$ cat src/rtl/seq_det_pkg.sv
// Shared types and helpers for the seq_det_arbiter block.
package seq_det_pkg;

  typedef enum logic [1:0] {
    StIdle   = 2'd0,
    StStream = 2'd1,
    StDone   = 2'd2
  } state_e;

  function automatic int unsigned cnt_width(input int unsigned frame_len);
    return $clog2(frame_len + 1);
  endfunction

  function automatic int unsigned id_width(input int unsigned nreq);
    return $clog2(nreq);
  endfunction

  // Requester index examined at scan offset 'off' when 'last' owned the matcher last.
  function automatic int unsigned rr_index(input int unsigned last, input int unsigned off,
                                           input int unsigned n);
    return (last + 1 + off) % n;
  endfunction

endpackage

$ cat src/rtl/seq_det_arbiter_matcher.sv
// Serial pattern matcher: latched pattern, shift window, fill count and registered match.
module seq_pattern_matcher
  import seq_det_pkg::*;
#(
  parameter int unsigned PAT_W = 6
) (
  input  logic             clk,
  input  logic             rst,
  input  logic             i_clr,
  input  logic             i_shift_en,
  input  logic             i_bit,
  input  logic [PAT_W-1:0] i_pattern,
  output logic             o_hit,
  output logic             o_match
);

  localparam int unsigned FILL_W = $clog2(PAT_W + 1);

  logic [PAT_W-1:0]  r_pat;
  logic [PAT_W-1:0]  r_shift;
  logic [FILL_W-1:0] r_fill;
  logic              r_match;
  logic [PAT_W-1:0]  w_window;
  logic              w_full;

  assign w_window = {r_shift[PAT_W-2:0], i_bit};
  // Window holds PAT_W real bits once this shift lands.
  assign w_full   = (r_fill >= FILL_W'(PAT_W - 1));
  assign o_hit    = i_shift_en && w_full && (w_window == r_pat);
  assign o_match  = r_match;

  always_ff @(posedge clk) begin
    if (rst) begin
      r_pat   <= '0;
      r_shift <= '0;
      r_fill  <= '0;
      r_match <= 1'b0;
    end else if (i_clr) begin
      r_pat   <= i_pattern;
      r_shift <= '0;
      r_fill  <= '0;
      r_match <= 1'b0;
    end else begin
      r_match <= o_hit;
      if (i_shift_en) begin
        r_shift <= w_window;
        if (r_fill != FILL_W'(PAT_W)) begin
          r_fill <= r_fill + 1'b1;
        end
      end
    end
  end

endmodule

$ cat src/rtl/seq_det_arbiter.sv
// Round-robin shared serial pattern matcher; optional stall timeout under SEQ_DET_ARB_TIMEOUT_EN.
module seq_det_arbiter
  import seq_det_pkg::*;
#(
  parameter int unsigned NREQ        = 4,
  parameter int unsigned PAT_W       = 6,
  parameter int unsigned FRAME_LEN   = 32,
  parameter int unsigned TIMEOUT_CYC = 16
) (
  input  logic                           clk,
  input  logic                           rst,
  input  logic [NREQ-1:0]                i_req,
  input  logic [NREQ-1:0]                i_bit_in,
  input  logic [NREQ-1:0]                i_bit_valid,
  input  logic [PAT_W-1:0]               i_pattern,
  output logic [NREQ-1:0]                o_gnt,
  output logic                           o_match,
  output logic [$clog2(FRAME_LEN+1)-1:0] o_match_cnt,
  output logic                           o_done,
  output logic [$clog2(NREQ)-1:0]        o_done_id,
  output logic                           o_aborted
);

  localparam int unsigned CNT_W = cnt_width(FRAME_LEN);
  localparam int unsigned ID_W  = id_width(NREQ);

  state_e          r_state;
  logic [NREQ-1:0] r_gnt;
  logic [ID_W-1:0] r_owner;
  logic [ID_W-1:0] r_last_owner;
  logic [CNT_W-1:0] r_bit_cnt;
  logic [CNT_W-1:0] r_match_cnt;
  logic            r_done;
  logic [ID_W-1:0] r_done_id;
  logic            r_aborted;

  logic            w_win_vld;
  logic [ID_W-1:0] w_win_id;
  logic [ID_W-1:0] w_scan_idx;
  logic            w_own_req;
  logic            w_own_valid;
  logic            w_own_bit;
  logic            w_clr;
  logic            w_shift_en;
  logic            w_hit;
  logic            w_match;
  logic            w_timeout;

  // Scan from the requester after the last owner; the first set req wins.
  always_comb begin
    w_win_vld  = 1'b0;
    w_win_id   = '0;
    w_scan_idx = '0;
    for (int unsigned i = 0; i < NREQ; i++) begin
      w_scan_idx = ID_W'(rr_index(32'(r_last_owner), i, NREQ));
      if (!w_win_vld && i_req[w_scan_idx]) begin
        w_win_vld = 1'b1;
        w_win_id  = w_scan_idx;
      end
    end
  end

  assign w_own_req   = i_req[r_owner];
  assign w_own_valid = i_bit_valid[r_owner];
  assign w_own_bit   = i_bit_in[r_owner];
  assign w_clr       = (r_state == StIdle) && w_win_vld;
  assign w_shift_en  = (r_state == StStream) && w_own_req && w_own_valid;

`ifdef SEQ_DET_ARB_TIMEOUT_EN
  localparam int unsigned STALL_W = $clog2(TIMEOUT_CYC + 1);

  logic [STALL_W-1:0] r_stall_cnt;

  always_ff @(posedge clk) begin
    if (rst || (r_state != StStream) || w_own_valid) begin
      r_stall_cnt <= '0;
    end else begin
      r_stall_cnt <= r_stall_cnt + 1'b1;
    end
  end

  // Fires on the stall cycle that brings the run of empty cycles to TIMEOUT_CYC.
  assign w_timeout = (r_state == StStream) && !w_own_valid &&
                     (r_stall_cnt == STALL_W'(TIMEOUT_CYC - 1));
`else
  logic w_unused_timeout;
  assign w_unused_timeout = (TIMEOUT_CYC == 0);
  assign w_timeout        = 1'b0;
`endif

  seq_pattern_matcher #(
    .PAT_W(PAT_W)
  ) u_matcher (
    .clk       (clk),
    .rst       (rst),
    .i_clr     (w_clr),
    .i_shift_en(w_shift_en),
    .i_bit     (w_own_bit),
    .i_pattern (i_pattern),
    .o_hit     (w_hit),
    .o_match   (w_match)
  );

  always_ff @(posedge clk) begin
    if (rst) begin
      r_state      <= StIdle;
      r_gnt        <= '0;
      r_owner      <= '0;
      r_last_owner <= ID_W'(NREQ - 1);
      r_bit_cnt    <= '0;
      r_match_cnt  <= '0;
      r_done       <= 1'b0;
      r_done_id    <= '0;
      r_aborted    <= 1'b0;
    end else begin
      case (r_state)
        StIdle: begin
          r_done    <= 1'b0;
          r_aborted <= 1'b0;
          if (w_win_vld) begin
            r_gnt       <= NREQ'(1) << w_win_id;
            r_owner     <= w_win_id;
            r_bit_cnt   <= '0;
            r_match_cnt <= '0;
            r_state     <= StStream;
          end
        end
        StStream: begin
          if (!w_own_req || w_timeout) begin
            r_state   <= StDone;
            r_gnt     <= '0;
            r_done    <= 1'b1;
            r_done_id <= r_owner;
            r_aborted <= 1'b1;
          end else if (w_own_valid) begin
            r_bit_cnt <= r_bit_cnt + 1'b1;
            if (w_hit) begin
              r_match_cnt <= r_match_cnt + 1'b1;
            end
            if (r_bit_cnt == CNT_W'(FRAME_LEN - 1)) begin
              r_state   <= StDone;
              r_gnt     <= '0;
              r_done    <= 1'b1;
              r_done_id <= r_owner;
              r_aborted <= 1'b0;
            end
          end
        end
        StDone: begin
          r_done       <= 1'b0;
          r_aborted    <= 1'b0;
          r_last_owner <= r_owner;
          r_state      <= StIdle;
        end
        default: begin
          r_state <= StIdle;
          r_gnt   <= '0;
        end
      endcase
    end
  end

  assign o_gnt       = r_gnt;
  assign o_match     = w_match;
  assign o_match_cnt = r_match_cnt;
  assign o_done      = r_done;
  assign o_done_id   = r_done_id;
  assign o_aborted   = r_aborted;

endmodule

$ cat config.mk
export PLATFORM = sky130hd
export DESIGN_NAME = seq_det_arbiter
export DESIGN_NICKNAME = d
export VERILOG_FILES = /design/src/rtl/seq_det_pkg.sv /design/src/rtl/seq_det_arbiter_matcher.sv /design/src/rtl/seq_det_arbiter.sv
export SDC_FILE = /design/constraint.sdc
export NUM_CORES = 1
export LEC_CHECK = 0
export ABC_CLOCK_PERIOD_IN_PS = 2880
export CORE_MARGIN = 3
export CORE_UTILIZATION = 40
export DETAILED_ROUTE_END_ITERATION = 10
export PLACE_DENSITY = 0.75
export SYNTH_ARGS = -nofsm -noshare
export SYNTH_HDL_FRONTEND = slang
export SYNTH_SLANG_ARGS = --single-unit
$ cat constraint.sdc
create_clock -name clk -period 2.88 [get_ports clk]
set_input_delay 0.432 -clock clk [delete_from_list [all_inputs] [get_ports clk]]
set_output_delay 0.432 -clock clk [all_outputs]
set_load 0.01 [all_outputs]
==> results of run 1 <==
==> report_power, final <==
part	switching, mW	internal (mW)
combinational	0.101	0.113
clock	0.174	0.190
sequential	0.0300	0.594
==> flip-flops by register name (all words and copies together), names as in the netlist, 2 cells and up <==
register           count
u_matcher.r_pat        6
o_gnt                  4
o_match_cnt            6
r_last_owner           2
r_bit_cnt              6
u_matcher.r_shift      5
r_state                2
o_done_id              2
u_matcher.r_fill       3
r_owner                2
==> per-stage QoR <==
step / power [mW] / instance area [um2] / util (%) / setup WS (ns) / cells
global placement: 0.8487 / 2316 / 51.42 / 0.1991 / 292
floorplan: 0.7763 / 1928 / - / 0.5913 / 212
finish: 1.202 / 2402 / 53.33 / 0.4468 / 299
global route: 1.258 / 2402 / 53.33 / 0.3136 / 299
CTS: 1.218 / 2402 / 53.33 / 0.4384 / 299
detailed placement: 0.8511 / 2316 / 51.42 / 0.1430 / 292
==> layer usage <==
| metal | routed length, um | up-vias |
|---|---|---|
| li1 | - | 815 |
| met4 | 44 | 0 |
| met1 | 1748 | 720 |
| met2 | 1739 | 40 |
| met5 | 0 | - |
| met3 | 202 | 5 |
==> layout by cell type (no fill, tap or decap), drive strengths merged, types with 2 or more instances in the layout <==
| cell type | synthesis | layout |
|---|---|---|
| dfxtp | 41 | 41 |
| clkdlybuf4s50 | 0 | 34 |
| nor2 | 26 | 26 |
| nand2 | 22 | 22 |
| a21oi | 20 | 20 |
| mux2i | 11 | 11 |
| xnor2 | 9 | 9 |
| nand2b | 8 | 8 |
| clkbuf | 8 | 7 |
| a211oi | 5 | 5 |
| ha | 5 | 5 |
| inv | 4 | 4 |
| xor2 | 4 | 4 |
| o31ai | 4 | 4 |
| o21ai | 4 | 4 |
| buf | 2 | 4 |
| nand3 | 4 | 4 |
| or4 | 4 | 4 |
| mux4 | 3 | 3 |
| nand4 | 3 | 3 |
| or2 | 3 | 3 |
| nor3 | 3 | 3 |
| o311ai | 2 | 2 |
| a31oi | 2 | 2 |
| o21ba | 2 | 2 |
| and3 | 2 | 2 |
==> worst paths after layout <==
path,start,to,slack [ns],cells after the start
setup / recovery,i_req[1],o_match_cnt[5],0.45,6
hold / removal,o_gnt[0],o_gnt[0],0.45,2
setup reg to reg,r_owner[0],o_match_cnt[5],0.49,5
hold reg to reg,o_gnt[0],o_gnt[0],0.45,2
==> cell families after synthesis <==
kind of cell	Yosys count
adder cells (fa/ha/maj)	5
AO/OA/AOI/OAI	42
AND/OR/NAND/NOR	83
buffers and inverters	14
flip-flops	41
XOR/XNOR	13
multiplexers	14
==> worst max-delay path, stage by stage <==
cell	delay (ns)
clkdlybuf4s50_1	0.55
mux4_2	0.32
nand3_4	0.11
or4_4	0.60
or4_1	0.49
a21oi_1	0.15
==> cell type report <==
cell class,instances,share of cell area (%)
Multi-Input combinational cell,157,43.49
Sequential cell,41,34.17
Timing Repair Buffer,38,15.42
Clock buffer,7,3.594
Tap cell,52,2.708
Inverter,4,0.6250
==> metrics.txt, run 1 <==
via count=1580; Port Buffers=34; post-DP HPWL=2.793 mm; crit path kind=input port to register; remaining antenna violation count=0; Max Cap Viol=0; pin count of the biggest net entering global routing=22; grt met2 use=23.30%; Hold Path Class=register to register; fraction of registers with async set/reset=0%; # clock sinks=41; final period utilization=84.49%; Post-Synth Adder-Cell Area=3.245%; outcome=complete, no violations; CP max FO=7; vias in the first global route=1450; gpl congestion=0.7610; CTS tree=done; TNS Setup=0 ns; die width=75.43 um; Hold Fails Final Rpt=0; Slew Viols, Final=0; die area=0.005690 mm2; global-route wire length before repair=6.417 mm; Seq/Total Area, Yosys=42.57%; gr busiest metal=met2; Clock transition at path regs=0.07 ns; pwr/cell area=500.3 mW/mm2; Max-slew headroom=58.82%; Top Ports=35; row count=24; initial antenna violation count=0; Clock Skew=0.005899 ns; Ys Warns=0; core area=0.004504 mm2; main combinational cell family by area after synthesis=simple AND/OR/NAND/NOR gates; postcts setup bufs=0; measured slew at the worst slew-check pin=0.6120 ns; VDD IR max=290.6 uV; synth unique cells=39; synth top area cells=dfxtp_1, mux2i_1, a21oi_1, nor2_1, nand2_1; Final Setup Violations=0; Num CTS Buffers=5; GRT Resource Usage Total=14.44%; CTS root buffer=clkbuf_8; PostCTS Resize Cnt=0; Detailed Route WL=3.734 mm; insertion delay to the later sink of the worst-skew pair=0.28 ns; most frequent cells after synthesis=dfxtp_1, nor2_1, nand2_1; FF+latch count, synth=41; post-synth top area cell=dfxtp_1; Primary FF master, synth=dfxtp_1; FILL cells=423; layout cells sized above 1=9.717%; Sequential Area=820.8 um2; Startpoint Class=input port; top cell type's share of synthesized area=42.57%; most common cell in the netlist=dfxtp_1; Post-synth EDFFs=0; starting density of the core=42.81%; Crit. End Element=register; RSZ-0062 raised after global routing=no; met3 Track Usage GR=3.826%; layout overhead on the synthesized area=24.59%; CTS H-Tree Depth=2; Critical Path RT=3.10 ns; Initial DRC Count=74; routed len/inst=12.49 um; DR DRC count=0; met1 Use GR=19.10%; LEAKAGE=0.8657 nW; Arr. time, crit path=2.65 ns; WHS=0.4547 ns; DR pass1 iterations=4; Post-Synthesis Cells=212; multi-input logic area=0.001045 mm2; syn nets=237; mux cell area share after synthesis=9.215%; Simple-Gate Fraction of Synth Area=21.93%; Die Span Y=75.43 um; Layout Nets=272; Synth Area in Compound Gates=13.63%; minimum clock period=2.433 ns; Ant. Diodes=0; Congestion Overflow GR=0; XOR/XNOR Fraction of Synth Area=5.905%; Max clock buf depth=2; Netlist Area Pre-Place=0.001928 mm2; hold_buf cts=0; FMAX=411.0 MHz; Syn Area/Cell=9.095 um2; vias per cell=5.284
Power figures use the tool's default switching activity.
==> run 2, diff against run 1 <==
--- a/config.mk
+++ b/config.mk
@@ -5,11 +5,11 @@
 export SDC_FILE = /design/constraint.sdc
 export NUM_CORES = 1
 export LEC_CHECK = 0
-export ABC_CLOCK_PERIOD_IN_PS = 2880
+export ABC_CLOCK_PERIOD_IN_PS = 2100
 export CORE_MARGIN = 3
 export CORE_UTILIZATION = 40
 export DETAILED_ROUTE_END_ITERATION = 10
-export PLACE_DENSITY = 0.75
+export PLACE_DENSITY = 0.77
 export SYNTH_ARGS = -nofsm -noshare
 export SYNTH_HDL_FRONTEND = slang
 export SYNTH_SLANG_ARGS = --single-unit
==> constraint.sdc (replaced) <==
create_clock -name clk -period 2.1 [get_ports clk]
set_input_delay 0.315 -clock clk [delete_from_list [all_inputs] [get_ports clk]]
set_output_delay 0.315 -clock clk [all_outputs]
set_load 0.01 [all_outputs]
==> run 2 against run 1 <==
Compared with the run above:
- the flow now finishes with violations (negative setup slack)
- total power up 46%
- routed wire length grew 10%
- combinational power is 60% higher
- clock power grew 57%
- global-route usage grew 1.9 points
- via count up 3.8%
- critical path depth down 1
- worst setup slack worse by 0.49 ns
- utilization up 3.2 points
- final area rose by 6.0%
- critical path type is now register to register
- largest cell class unchanged
==> metrics.txt, run 2 (synthesis gave the netlist of run 1 again) <==
outcome=finished, violations left (was complete, no violations); violated checks=negative setup slack; met3 Track Usage GR=3.826% (unchanged); PnR worst setup slack=-0.04480 ns (was 0.4468 ns); Max-slew headroom=68.31% (was 58.82%); Top Ports=35 (unchanged); gpl congestion=0.7634 (was 0.7610); gr busiest metal=met2 (unchanged); Arr. time, crit path=2.38 ns (was 2.65 ns); remaining antenna violation count=0 (unchanged); Psw=463.8 uW (was 305.9 uW); LEAKAGE=0.9598 nW (was 0.8657 nW); Num CTS Buffers=5 (unchanged); crit path kind=register to register (was input port to register); layout overhead on the synthesized area=32.12% (was 24.59%); post-DP HPWL=3.081 mm (was 2.793 mm); minimum clock period=2.145 ns; DR pass1 iterations=4 (unchanged); CP max FO=7 (unchanged); Startpoint Class=register (was input port); CTS root buffer=clkbuf_8 (unchanged); Hold Path Class=register to register (unchanged); Detailed Route WL=4.112 mm (was 3.734 mm); Crit. End Element=register (unchanged); Logic pwr share=19.5% (was 17.8%); VDD IR max=436.0 uV (was 290.6 uV); row count=24 (unchanged); pin count of the biggest net entering global routing=21 (was 22); grt met2 use=25.79% (was 23.30%); FMAX=466.2 MHz; Clock power frac=32.5% (was 30.3%); Slew Viols, Final=0 (unchanged); DR DRC count=0 (unchanged); Max Cap Viol=0 (unchanged); CP Launch Point=r_owner[0] (was i_req[1]); vias per cell=5.206 (was 5.284); starting density of the core=42.81% (unchanged); Internal=1.292 mW (was 896.1 uW); most frequent cells in the layout=dfxtp_1, clkdlybuf4s50_1, nor2_1 (unchanged); WHS=0.4569 ns (was 0.4547 ns); commonest non-fill, non-tap cell in the layout=dfxtp_1 (unchanged); r2r startpoint=r_owner[0] (unchanged); Port Buffers=34 (unchanged); routed len/inst=13.05 um (was 12.49 um); CTS tree=done (unchanged); measured slew at the worst slew-check pin=0.4694 ns (was 0.6120 ns); Die Span Y=75.43 um (unchanged); initial antenna violation count=0 (unchanged); hold_buf cts=0 (unchanged); final period utilization=102.1%; met1 Use GR=21.39% (was 19.10%); Cell Area, Placed=0.002430 mm2 (was 0.002316 mm2); sequential group share of total power=48.0% (was 51.9%); RSZ-0062 raised after global routing=yes (was no); Layout Nets=287 (was 272); GRT Resource Usage Total=16.33% (was 14.44%); vias in the first global route=1558 (was 1450); die area=0.005690 mm2 (unchanged); insertion delay to the later sink of the worst-skew pair=0.30 ns (was 0.28 ns); # clock sinks=41 (unchanged); CTS H-Tree Depth=2 (unchanged); fin area=0.002547 mm2 (was 0.002402 mm2); global-route wire length before repair=7.065 mm (was 6.417 mm); core area=0.004504 mm2 (unchanged); via count=1640 (was 1580); Max clock buf depth=2 (unchanged); Clock Skew=0.008563 ns (was 0.005899 ns); final core utilization=56.56% (was 53.33%); Hold Fails Final Rpt=0 (unchanged); Ant. Diodes=0 (unchanged); Hold Startpoint=o_gnt[0] (unchanged); Switching Share=26.41% (was 25.45%); Initial DRC Count=71 (was 74); Critical Path RT=2.33 ns (was 3.10 ns); die width=75.43 um (unchanged); layout cells sized above 1=17.87% (was 9.717%); pwr/cell area=689.4 mW/mm2 (was 500.3 mW/mm2); Total Power=1.756 mW (was 1.202 mW); Clock transition at path regs=0.08 ns (was 0.07 ns); Congestion Overflow GR=0 (unchanged); Final Setup Violations=3 (was 0)
## run 2: path summary, 6_finish.rpt
kind,end,cells after the start,slack [ns]
worst max-delay path,o_match_cnt[5],5,-0.04
worst min-delay path,o_gnt[0],2,0.46
worst max register to register,o_match_cnt[5],5,-0.04
worst min register to register,o_gnt[0],2,0.46
## run 2: worst max-delay path: stages, from the launching register on
cell and delay (ns):
dfxtp_2 0.35, mux4_2 0.52, xor2_1 0.18, or4_4 0.47, or4_4 0.43, a21oi_2 0.14
## run 2: cell type report
type	instances	area [um2]
fillers	409	1957
multi-input cells	157	1066
inverters	4	15.01
repair buffers	53	478.0
well taps	52	65.06
clock inverters	1	5.005
clock buffers	7	96.34
flip-flops and latches	41	822.0
## run 2: repair_timing
item | CTS | global route
cloned | 0 | 0
setup endpoints to repair | 3 | 5
setup buffers | 0 | 0
resized for setup | 6 | 4
pin swaps | 6 | 0
## run 2: per-stage QoR
| step | worst slack (ns) | setup TNS [ns] | std cells |
|---|---|---|---|
| detailed placement | -0.4321 | -2.552 | 307 |
| finish | -0.04480 | -0.1205 | 315 |
| CTS | -0.06082 | -0.1454 | 315 |
| global route | -0.1471 | -0.4038 | 315 |
| floorplan | -0.1635 | -0.3270 | 212 |
| global placement | -0.3808 | -2.251 | 307 |
## run 2: power groups by stage
stage,registers [mW],logic [mW],clock network [mW]
floorplan,0.860,0.205,0
global placement,0.861,0.339,0
detailed placement,0.862,0.346,0
CTS,0.844,0.346,0.577
global route,0.848,0.380,0.607
finish,0.843,0.343,0.570
## run 2: layer usage
layer	part of all wire, %	routed length, um
met3	3.6	148
met1	48	1961
met4	1.9	77
met2	47	1925
met5	0	0
